$ cat config.mk
export PLATFORM = sky130hd
export DESIGN_NAME = instruction_fetch_decode
export DESIGN_NICKNAME = d
export VERILOG_FILES = /design/src/rtl/instruction_fetch_decode.sv
export SDC_FILE = /design/constraint.sdc
export NUM_CORES = 1
export LEC_CHECK = 0
export ABC_AREA = 1
export CORE_MARGIN = 3
export CORE_UTILIZATION = 25
export CTS_CLUSTER_DIAMETER = 100
export CTS_CLUSTER_SIZE = 30
export DETAILED_ROUTE_END_ITERATION = 12
export PLACE_DENSITY = 0.46
export SYNTH_ARGS = -nofsm -noshare
export SYNTH_HDL_FRONTEND = slang
export SYNTH_SLANG_ARGS = --single-unit
$ cat constraint.sdc
create_clock -name clk -period 1.9 [get_ports clk]
set_input_delay 0.38 -clock clk [delete_from_list [all_inputs] [get_ports clk]]
set_output_delay 0.38 -clock clk [all_outputs]
set_load 0.01 [all_outputs]
$ cat src/rtl/instruction_fetch_decode.sv
// Single-outstanding instruction fetch with a one-entry decoded holding stage.
// Fetches from fetch_pc, holds the decoded word until consumed, then redirects or halts.
module instruction_fetch_decode #(
  parameter logic [31:0] RESET_PC = 32'h0000_0000
) (
  input  logic        clk,
  input  logic        rst_n,
  output logic        imem_req_valid,
  input  logic        imem_req_ready,
  output logic [31:0] imem_addr,
  input  logic        imem_rsp_valid,
  input  logic [31:0] imem_rsp_data,
  input  logic        stall,
  input  logic [1:0]  next_pc_selector,
  input  logic        branch_taken,
  input  logic [31:0] target_address,
  output logic        instruction_valid,
  output logic [31:0] instruction,
  output logic [31:0] pc,
  output logic        r_type,
  output logic        i_type_lw,
  output logic        i_type_addi,
  output logic        i_type_jalr,
  output logic        s_type,
  output logic        sb_type,
  output logic        u_type_auipc,
  output logic        u_type_lui,
  output logic        uj_type,
  output logic [2:0]  func_3,
  output logic        func_7_bit_6,
  output logic        illegal_instruction,
  output logic        fetch_misaligned,
  output logic [1:0]  dbg_state
);

  // Handshakes: a request transfers on a rising edge where imem_req_valid and
  // imem_req_ready are both high; a response is taken on any edge with
  // imem_rsp_valid high while waiting (never backpressured); the held
  // instruction is consumed on an edge where instruction_valid=1 and stall=0.
  typedef enum logic [1:0] {S_REQ, S_WAIT, S_HOLD, S_HALT} state_t;

  state_t      state_q, state_d;
  logic [31:0] fetch_pc_q, fetch_pc_d;
  logic [31:0] pc_q, pc_d;
  logic [31:0] instr_q, instr_d;
  logic [8:0]  cls_q, cls_d;
  logic [2:0]  f3_q, f3_d;
  logic        f7_q, f7_d;
  logic        ill_q, ill_d;
  logic        mis_q, mis_d;

  logic [8:0]  cls_dec;
  logic        f7_dec;
  logic [31:0] pc_plus4;
  logic [31:0] next_pc;

  // Decode straight off the response bus so it is registered together with the word.
  always_comb begin
    cls_dec = '0;
    case (imem_rsp_data[6:0])
      7'b0110011: cls_dec[8] = 1'b1;
      7'b0000011: cls_dec[7] = 1'b1;
      7'b0010011: cls_dec[6] = 1'b1;
      7'b1100111: cls_dec[5] = 1'b1;
      7'b0100011: cls_dec[4] = 1'b1;
      7'b1100011: cls_dec[3] = 1'b1;
      7'b0010111: cls_dec[2] = 1'b1;
      7'b0110111: cls_dec[1] = 1'b1;
      7'b1101111: cls_dec[0] = 1'b1;
      default:    cls_dec    = '0;
    endcase
    f7_dec = imem_rsp_data[30] &
             (cls_dec[8] | (cls_dec[6] & (imem_rsp_data[14:12] == 3'b101)));
  end

  always_comb begin
    pc_plus4 = pc_q + 32'd4;
    case (next_pc_selector)
      2'b00:   next_pc = pc_plus4;
      2'b01:   next_pc = {target_address[31:1], 1'b0};
      2'b10:   next_pc = branch_taken ? target_address : pc_plus4;
      default: next_pc = target_address;
    endcase
  end

  always_comb begin
    state_d        = state_q;
    fetch_pc_d     = fetch_pc_q;
    pc_d           = pc_q;
    instr_d        = instr_q;
    cls_d          = cls_q;
    f3_d           = f3_q;
    f7_d           = f7_q;
    ill_d          = ill_q;
    mis_d          = mis_q;
    imem_req_valid    = 1'b0;
    instruction_valid = 1'b0;
    case (state_q)
      S_REQ: begin
        imem_req_valid = 1'b1;
        if (imem_req_ready) state_d = S_WAIT;
      end
      S_WAIT: begin
        if (imem_rsp_valid) begin
          instr_d = imem_rsp_data;
          pc_d    = fetch_pc_q;
          cls_d   = cls_dec;
          f3_d    = imem_rsp_data[14:12];
          f7_d    = f7_dec;
          ill_d   = (cls_dec == 9'd0);
          state_d = S_HOLD;
        end
      end
      S_HOLD: begin
        instruction_valid = 1'b1;
        if (!stall) begin
          fetch_pc_d = next_pc;
          mis_d      = next_pc[1];
          state_d    = (ill_q || next_pc[1]) ? S_HALT : S_REQ;
        end
      end
      default: state_d = S_HALT;
    endcase
  end

  always_ff @(posedge clk or negedge rst_n) begin
    if (!rst_n) begin
      state_q    <= S_REQ;
      fetch_pc_q <= RESET_PC;
      pc_q       <= '0;
      instr_q    <= '0;
      cls_q      <= '0;
      f3_q       <= '0;
      f7_q       <= 1'b0;
      ill_q      <= 1'b0;
      mis_q      <= 1'b0;
    end else begin
      state_q    <= state_d;
      fetch_pc_q <= fetch_pc_d;
      pc_q       <= pc_d;
      instr_q    <= instr_d;
      cls_q      <= cls_d;
      f3_q       <= f3_d;
      f7_q       <= f7_d;
      ill_q      <= ill_d;
      mis_q      <= mis_d;
    end
  end

  assign imem_addr           = fetch_pc_q;
  assign instruction         = instr_q;
  assign pc                  = pc_q;
  assign {r_type, i_type_lw, i_type_addi, i_type_jalr, s_type,
          sb_type, u_type_auipc, u_type_lui, uj_type} = cls_q;
  assign func_3              = f3_q;
  assign func_7_bit_6        = f7_q;
  assign illegal_instruction = ill_q;
  assign fetch_misaligned    = mis_q;
  assign dbg_state           = state_q;

endmodule

==> impl_metrics.csv, run 1 <==
group,metric,value,unit
pwr,swShare,0.372,
cells_and_area,drive_above_1_share,0.101,
synth,synthesis.instances,706,
sta,hold_violations,0,
place,place_area,7960,µm²
run,drv_cap,0,
drt,drtIter0Drc,343,
cts,clk_latency,0.36,ns
floorplanning,start_util,0.258,
sta,slew_headroom,0.739,
cells_and_area,layout_commonest_cell,"nand2_1",
setup_path,cp-end-kind,"output pin",
cts,clk_pin_slew,0.08,ns
drt,vias,5364,
synth,synth_edf_count,0,
cells_and_area,fin_area,8290,µm²
synth,ys_seq_area_frac,0.498,
cells_and_area,layout.nets,996,
setup_path,worstSetupPathType,"reg2out",
synth,synthTopCellsByArea,"dfrtp_1, nand2_1, o21ai_0",
setup_path,worstPathMaxFanout,6,
cts,cts_tree,"yes",
pwr,p_comb_frac,0.463,
cells_and_area,diodes,0,
synth,netlist.area_leader.share,0.498,
cts,cts_htree_levels,3,
global_route,grt_pass1_wl,30300,µm
drt,ant_nets,0,
drt,routedWlPerCell,15.7,µm
place,hpwl,14600,µm
cts,cts_made_buffers,9,
global_route,track_usage,0.161,
synth,netlist_area,5480,µm²
status,status,"finished, final reports clean",
pwr,internal_power,7.18,mW
global_route,antenna_found_initial,0,
setup_path,cpLargestDelayFamily,"buffers and inverters",
pwr,power.switching,4.25,mW
synth,synth_top_area_cell,"dfrtp_1",
global_route,grt_pass1_vias,5446,
sta,worst_clock_skew,0.0105,ns
setup_path,cp.buffers_inverters,1,
floorplanning,die_area,23700,µm²
sta,worst_pin_slew,0.391,ns
floorplanning,die_h,154,µm
pwr,p_leak,3.79,nW
drt,routed_wl,18900,µm
sta,fin_crit,1.85,ns
pwr,powerDensity,1380,nW/µm²
synth,synthFlopType,"dfrtp_1",
place,placed_cells,1183,
floorplanning,core,21300,µm²
drt,avgViaCountPerCell,4.46,
sta,rsz0062_at_grt,"yes",
cells_and_area,area_growth,51.3,%
global_route,grt.overflow.total,0,
sta,fmax,0.541,GHz
drt,dr.pass1.iters,7,
setup_path,crit_path_start_kind,"register",
cells_and_area,layout_common_cells,"nand2_1, clkdlybuf4s50_1, dfrtp_1, inv_1, o21ai_0",
place,portBuffers,186,
pwr,clkPwrFrac,0.172,
cts,cts-root-buf,"clkbuf_16",
cts,numClockSinks,109,
setup_path,critPathMaxStageDelay,0.61,ns
floorplanning,placementRows,53,
setup_path,worstPathRequired,1.52,ns
setup_path,path_cells,"clkdlybuf4s50_1",
sta,whs,0.374,ns
synth,synth.avg_cell_area,7.76,µm²
place,place_congestion,0.831,
cells_and_area,final_cells,1203,
sta,slew_viol_final,0,
synth,ys_ff_latch,109,
setup_path,arrival,1.47,ns
synth,synth_cell_types,36,
cells_and_area,finalCoreUtilization,0.390,
setup_path,crit_slowest_cell,"clkdlybuf4s50_1",
cts,clockBufferDepth,2,
pwr,seqPwrFrac,0.365,
drt,drc,0,
global_route,grt_max_degree,55,
pwr,peakVddDrop,0.581,mV
sta,period_share,0.972,
sta,setup_violations,0,
hold_path,hold_path_class,"in2async",
floorplanning,io_pins,187,
synth,yosys_warnings,0,
floorplanning,die_x,154,µm
synth,syn-num-nets,779,
synth,ys_async_sr_fraction,1.00,
per-layer routing:
| metal | vias to the layer above | track usage | wire length [µm] |
|---|---|---|---|
| li1 | 2706 | - | - |
| met1 | 2474 | 0.204 | 8130 |
| met2 | 169 | 0.259 | 8760 |
| met3 | 15 | 0.0602 | 1790 |
| met4 | 0 | 0.0450 | 261 |
| met5 | - | 0 | 0 |
cell type report:
class	instances	area (µm²)
fill	2221	13000
sequential	109	2730
timing repair buffer	236	2340
multi-input combinational	491	2300
tap	275	344
inverter	76	285
clock buffer	9	225
clock inverter	7	73.8
path summary, 6_finish.rpt:
kind | endpoint | start | slack, ns | cells past startpoint
max | pc[23] | pc[23]$_DFFE_PN0P_ | 0.05 | 1
max in group asynchronous | instruction[14]$_DFFE_PN0P_ | rst_n | 0.93 | 3
min in group clk | instruction[21]$_DFFE_PN0P_ | instruction[21]$_DFFE_PN0P_ | 0.48 | 2
max reg2reg | imem_addr[29]$_DFFE_PN0P_ | pc[4]$_DFFE_PN0P_ | 0.19 | 9
min reg2reg | instruction[21]$_DFFE_PN0P_ | instruction[21]$_DFFE_PN0P_ | 0.48 | 2
min | imem_addr[13]$_DFFE_PN0P_ | rst_n | 0.37 | 2
kinds of logic (layout without fill, tap and decap cells):
family,after synthesis,count (layout),share of synthesized area
buf+inv,106,328,0.0849
flops,109,109,0.498
fa+ha+maj,1,1,0.00228
mux,1,1,0.00183
compound gates,142,142,0.145
simple gates,345,345,0.265
xor+xnor,2,2,0.00320
sequential cells by signal (all words and copies together) (netlist names):
register / count
imem_addr: 32
dbg_state: 2
instruction: 32
illegal_instruction: 1
func_7_bit_6: 1
pc: 32
cls_q: 9
what timing repair did:
item	in CTS	in global routing
gates resized for setup	3	2
hold buffers	1	0
endpoints found under the hold margin	4	0
buffers inserted	1	2
setup endpoints to repair	3	4
per-stage QoR:
| stage | power, mW | setup WS, ns | TNS (ns) |
|---|---|---|---|
| final | 11.4 | 0.0532 | 0 |
| after global placement | 9.53 | 0.000754 | 0 |
| after floorplan | 6.32 | 0.385 | 0 |
| after detailed placement | 9.52 | -0.0124 | -0.0172 |
| after global routing | 12.3 | -0.0278 | -0.0278 |
| after CTS | 11.6 | 0.00460 | 0 |
cell usage after synthesis (4+ instances only):
library cell and number:
a21oi_1 40, a22oi_1 21, buf_2 9, buf_4 5, buf_6 5, clkbuf_1 11, dfrtp_1 109, inv_1 72
inv_2 4, nand2_1 231, nand2_2 5, nand3_1 32, nand4_1 4, nor2_1 50, nor2_4 5, nor3_1 7
o21ai_0 68, or2_2 4
power by group through the flow:
stage,clock network (mW),logic (mW),registers (mW)
after CTS,2.04,5.34,4.21
after floorplan,0,1.79,4.52
after global placement,0,5.28,4.25
after detailed placement,0,5.29,4.23
after global routing,2.14,5.85,4.35
final,1.96,5.29,4.18
No activity file was read; power rests on OpenSTA's default activity.
==> run 2, diff against run 1 <==
- RECOVER_POWER: not set -> 50
==> run 2 against run 1 <==
  * Wire length is 0.13% higher
  * Non-clock buffer count stayed put
  * Clock skew hardly changed
  * Worst setup slack better by 0.0016 ns
  * First-iteration DRC count is 10% lower
  * Clock power hardly changed
  * Utilization is 0.29 points lower
  * Total power is 0.53% lower
  * Critical endpoint unchanged
  * Largest cell class unchanged
==> impl_metrics.csv, run 2 (synthesized netlist as in run 1, its figures left out) <==
group,metric,value,unit
floorplanning,die_x,154,µm
setup_path,arrival,1.47,ns
setup_path,cpLargestDelayFamily,"buffers and inverters",
sta,period_share,0.971,
cells_and_area,area_growth,50.2,%
cells_and_area,layout_commonest_cell,"nand2_1",
floorplanning,io_pins,187,
cts,cts_htree_levels,3,
drt,dr.pass1.iters,7,
global_route,antenna_found_initial,0,
cells_and_area,final_cells,1203,
pwr,internal_power,7.15,mW
setup_path,critPathMaxStageDelay,0.60,ns
floorplanning,core,21300,µm²
cts,cts_tree,"yes",
pwr,power.switching,4.22,mW
setup_path,regToRegStartpoint,"pc[3]$_DFFE_PN0P_",
global_route,grt_pass1_wl,30300,µm
cts,clk_pin_slew,0.08,ns
floorplanning,die_h,154,µm
cts,cts_made_buffers,9,
cells_and_area,fin_area,8230,µm²
sta,slew_viol_final,0,
pwr,p_leak,3.76,nW
sta,hold_violations,0,
hold_path,hold_path_class,"in2async",
cells_and_area,finalCoreUtilization,0.387,
pwr,p_comb_frac,0.461,
cells_and_area,layout.nets,996,
global_route,track_usage,0.161,
drt,avgViaCountPerCell,4.45,
floorplanning,placementRows,53,
global_route,grt.overflow.total,0,
drt,ant_nets,0,
floorplanning,start_util,0.258,
setup_path,timing.critical_path.to,"pc[23]",
cells_and_area,multi_input_area,2280,µm²
setup_path,path_cells,"clkdlybuf4s50_1",
sta,setup_violations,0,
setup_path,crit_path_start_kind,"register",
sta,fmax,0.542,GHz
setup_path,crit_slowest_cell,"clkdlybuf4s50_1",
global_route,grt_max_degree,55,
setup_path,worstPathRequired,1.52,ns
cells_and_area,diodes,0,
pwr,powerDensity,1380,nW/µm²
place,placed_cells,1183,
place,place_area,7960,µm²
global_route,grt_pass1_vias,5446,
setup_path,cp-startpoint,"pc[23]$_DFFE_PN0P_",
drt,vias,5355,
drt,routedWlPerCell,15.8,µm
cts,clk_latency,0.36,ns
pwr,clkPwrFrac,0.173,
sta,worst_clock_skew,0.0109,ns
status,status,"finished, final reports clean",
pwr,seqPwrFrac,0.367,
sta,worst_pin_slew,0.791,ns
drt,routed_wl,19000,µm
sta,slew_headroom,0.472,
drt,drtIter0Drc,308,
setup_path,path_depth,1,
sta,finalSetupTns,0,ns
pwr,peakVddDrop,0.581,mV
sta,fin_crit,1.85,ns
setup_path,worstSetupPathType,"reg2out",
run,drv_cap,0,
cells_and_area,drive_above_1_share,0.0927,
setup_path,r2r_slack,0.19,ns
cts,clockBufferDepth,2,
cells_and_area,regArea,2730,µm²
pwr,swShare,0.371,
setup_path,r2r-end,"imem_addr[20]$_DFFE_PN0P_",
cells_and_area,layout_common_cells,"nand2_1, clkdlybuf4s50_1, dfrtp_1, inv_1, o21ai_0",
cells_and_area,nFillCells,2229,
cts,cts-root-buf,"clkbuf_16",
setup_path,rr_worst_depth,9,
setup_path,cp-end-kind,"output pin",
floorplanning,die_area,23700,µm²
place,hpwl,14600,µm
place,place_congestion,0.831,
setup_path,cp.buffers_inverters,1,
drt,drc,0,
cts,numClockSinks,109,
sta,rsz0062_at_grt,"yes",
place,portBuffers,186,
sta,whs,0.440,ns
setup_path,worstPathMaxFanout,6,
[run 2: area by class of cell]
type                       count  area share
inverter                      76      0.0347
multi-input combinational    491       0.277
clock buffer                   9      0.0274
clock inverter                 7     0.00897
sequential                   109       0.332
tap                          275      0.0418
timing repair buffer         236       0.279
[run 2: power groups by stage]
stage          Clock [mW]  Sequential [mW]  Combinational [mW]
6_report             1.96             4.17                5.24
5_1_grt              2.14             4.34                5.81
4_1_cts              2.04             4.21                5.34
3_5_place_dp            0             4.23                5.29
3_3_place_gp            0             4.25                5.28
2_1_floorplan           0             4.52                1.79
[run 2: per-stage QoR]
stage               setup WS (ns)  power, mW
floorplan                   0.385       6.32
global placement         0.000754       9.53
detailed placement        -0.0124       9.52
CTS                       0.00460       11.6
global route              -0.0278       12.3
finish                     0.0547       11.4
[run 2: worst min path at each step]
stage,from,end,depth (start not counted)
floorplan,rst_n,cls_q[0]$_DFFE_PN0P_,0
global placement,rst_n,pc[10]$_DFFE_PN0P_,1
detailed placement,rst_n,pc[10]$_DFFE_PN0P_,1
CTS,rst_n,pc[10]$_DFFE_PN0P_,2
global route,rst_n,pc[10]$_DFFE_PN0P_,2
finish,rst_n,imem_addr[13]$_DFFE_PN0P_,2
[run 2: routing by layer]
layer	GRT usage	part of all wire	wire length, µm
met1	0.204	0.43	8100
met2	0.259	0.46	8770
met3	0.0602	0.097	1840
met5	0	0	0
met4	0.0450	0.014	261
[run 2: what timing repair did]
item	in CTS	in global routing
setup endpoints to repair	3	4
hold buffers	1	0
endpoints found under the hold margin	4	0
buffers inserted	1	2
resized for setup	3	2
==> run 3, diff against run 2 <==
- SETUP_SLACK_MARGIN: not set -> 0.5
==> run 3 against run 2 <==
  * Clock skew increased by 0.00079 ns
  * Cell area is 18% higher
  * Register-to-register slack better by 0.11 ns
  * Global-route usage up 0.82 points
  * Non-clock buffer count rose by 98
  * Maximum frequency rose by 15%
  * Utilization is 6.9 points higher
  * Final cell count rose by 8.2%
  * Sequential cell count unchanged
  * Clock-buffer cell count up 1
  * Largest cell class is now buffers
  * Largest power group unchanged
  * Highest routed layer is now met5
==> impl_metrics.csv, run 3 (synthesized netlist as in run 1, its figures left out) <==
group,metric,value,unit
status,status,"finished, final reports clean",
setup_path,cp-startpoint,"dbg_state[0]$_DFFE_PN0P_",
cts,clk_pin_slew,0.08,ns
pwr,swShare,0.400,
global_route,grt_pass1_vias,5749,
cells_and_area,layout_common_cells,"nand2_1, dfrtp_1, buf_4, clkdlybuf4s50_1",
cells_and_area,final_cells,1302,
run,drv_cap,0,
floorplanning,die_h,154,µm
global_route,track_usage,0.169,
cts,numClockSinks,109,
global_route,use_met2,0.274,
sta,hold_violations,0,
global_route,grt_pass1_wl,31800,µm
setup_path,worstSetupPathType,"reg2reg",
sta,worst_pin_slew,0.601,ns
cells_and_area,layout.nets,1095,
pwr,clkPwrFrac,0.150,
cells_and_area,diodes,0,
sta,rsz0062_at_grt,"yes",
cts,clk_latency,0.37,ns
global_route,grt.overflow.total,0,
sta,slew_viol_final,0,
cells_and_area,multi_input_area,2970,µm²
drt,dr.pass1.iters,4,
place,portBuffers,186,
floorplanning,io_pins,187,
sta,worst_clock_skew,0.0117,ns
global_route,grt_util_met1,0.217,
floorplanning,die_area,23700,µm²
pwr,total_power,12.8,mW
place,place_congestion,0.824,
floorplanning,placementRows,53,
cells_and_area,drive_above_1_share,0.352,
floorplanning,start_util,0.258,
pwr,peakVddDrop,0.661,mV
place,placed_cells,1172,
sta,slew_headroom,0.600,
global_route,grt_util_met3,0.0605,
global_route,grt_max_degree,46,
setup_path,arrival,1.86,ns
cells_and_area,nFillCells,2124,
setup_path,regToRegStartpoint,"dbg_state[0]$_DFFE_PN0P_",
global_route,antenna_found_initial,1,
pwr,p_comb_frac,0.531,
drt,drtIter0Drc,281,
hold_path,worstHoldStart,"imem_rsp_data[4]",
drt,avgViaCountPerCell,4.56,
cells_and_area,fin_area,9700,µm²
cts,cts_made_buffers,9,
sta,setup_violations,0,
global_route,grt_busiest_layer,"met2",
pwr,power.switching,5.11,mW
pwr,p_leak,4.58,nW
cts,cts-root-buf,"clkbuf_16",
sta,fmax,0.623,GHz
cts,clockBufferDepth,2,
cells_and_area,area_growth,76.9,%
setup_path,crit_path_start_kind,"register",
setup_path,cp-end-kind,"register",
place,place_area,7940,µm²
sta,finalSetupTns,0,ns
cells_and_area,regArea,2750,µm²
drt,routed_wl,22100,µm
cells_and_area,finalCoreUtilization,0.456,
cells_and_area,layout_commonest_cell,"nand2_1",
hold_path,hold_path_class,"in2reg",
place,hpwl,14200,µm
drt,drc,0,
setup_path,worstPathRequired,2.15,ns
pwr,internal_power,7.65,mW
floorplanning,die_x,154,µm
cts,cts_htree_levels,3,
sta,period_share,0.845,
drt,routedWlPerCell,16.9,µm
cts,cts_tree,"yes",
pwr,powerDensity,1320,nW/µm²
drt,vias,5937,
pwr,seqPwrFrac,0.319,
floorplanning,core,21300,µm²
drt,ant_nets,0,
sta,fin_crit,1.60,ns
setup_path,worstPathMaxFanout,4,
## run 3: final timing paths
check | end | slack, ns | cells past startpoint
hold reg to reg | instruction[7]$_DFFE_PN0P_ | 0.48 | 2
max in group asynchronous | pc[25]$_DFFE_PN0P_ | 0.42 | 3
setup reg to reg | cls_q[1]$_DFFE_PN0P_ | 0.30 | 7
hold / removal | instruction[4]$_DFFE_PN0P_ | 0.40 | 3
min in group asynchronous | imem_addr[14]$_DFFE_PN0P_ | 0.55 | 2
setup / recovery | cls_q[1]$_DFFE_PN0P_ | 0.30 | 7
## run 3: cell type report
class,instances,area share
Inverter,76,0.0312
Sequential cell,109,0.283
Multi-Input combinational cell,492,0.306
Timing Repair Buffer,334,0.314
Clock inverter,6,0.00477
Clock buffer,10,0.0246
Tap cell,275,0.0355
## run 3: worst max-delay path: stages (launching register included)
cell	delay, ns
dfrtp_2	0.41
buf_6	0.13
buf_6	0.10
buf_6	0.12
nand3_1	0.33
buf_4	0.20
nor3_1	0.04
a22o_1	0.17
## run 3: metrics by stage
step           hold slack [ns]  worst slack, ns
2_1_floorplan           0.0844            0.478
3_3_place_gp             0.309           0.0893
3_5_place_dp             0.307           0.0280
4_1_cts                  0.463            0.362
5_1_grt                  0.404            0.198
6_report                 0.403            0.295
## run 3: metal layers
layer | vias up | share of wire
li1 | 2909 | -
met1 | 2818 | 0.42
met2 | 181 | 0.49
met3 | 27 | 0.081
met4 | 2 | 0.015
met5 | - | 0.00032
## run 3: power by group through the flow
stage                     sequential (mW)  combinational [mW]  clock, mW
after floorplan                      4.54                1.82          0
after global placement               4.29                5.27          0
after detailed placement             4.26                5.28          0
after CTS                            4.06                6.27       1.98
after global routing                 4.22                7.40       2.07
final                                4.08                6.77       1.92
## run 3: repair_timing
action                     in CTS  in global routing
pin swaps                      32                 49
resized for setup             475                175
setup endpoints to repair     143                141
hold endpoints to repair       19                  0
buffers inserted               63                 37
cloned                          3                 10
hold buffers                    1                  0
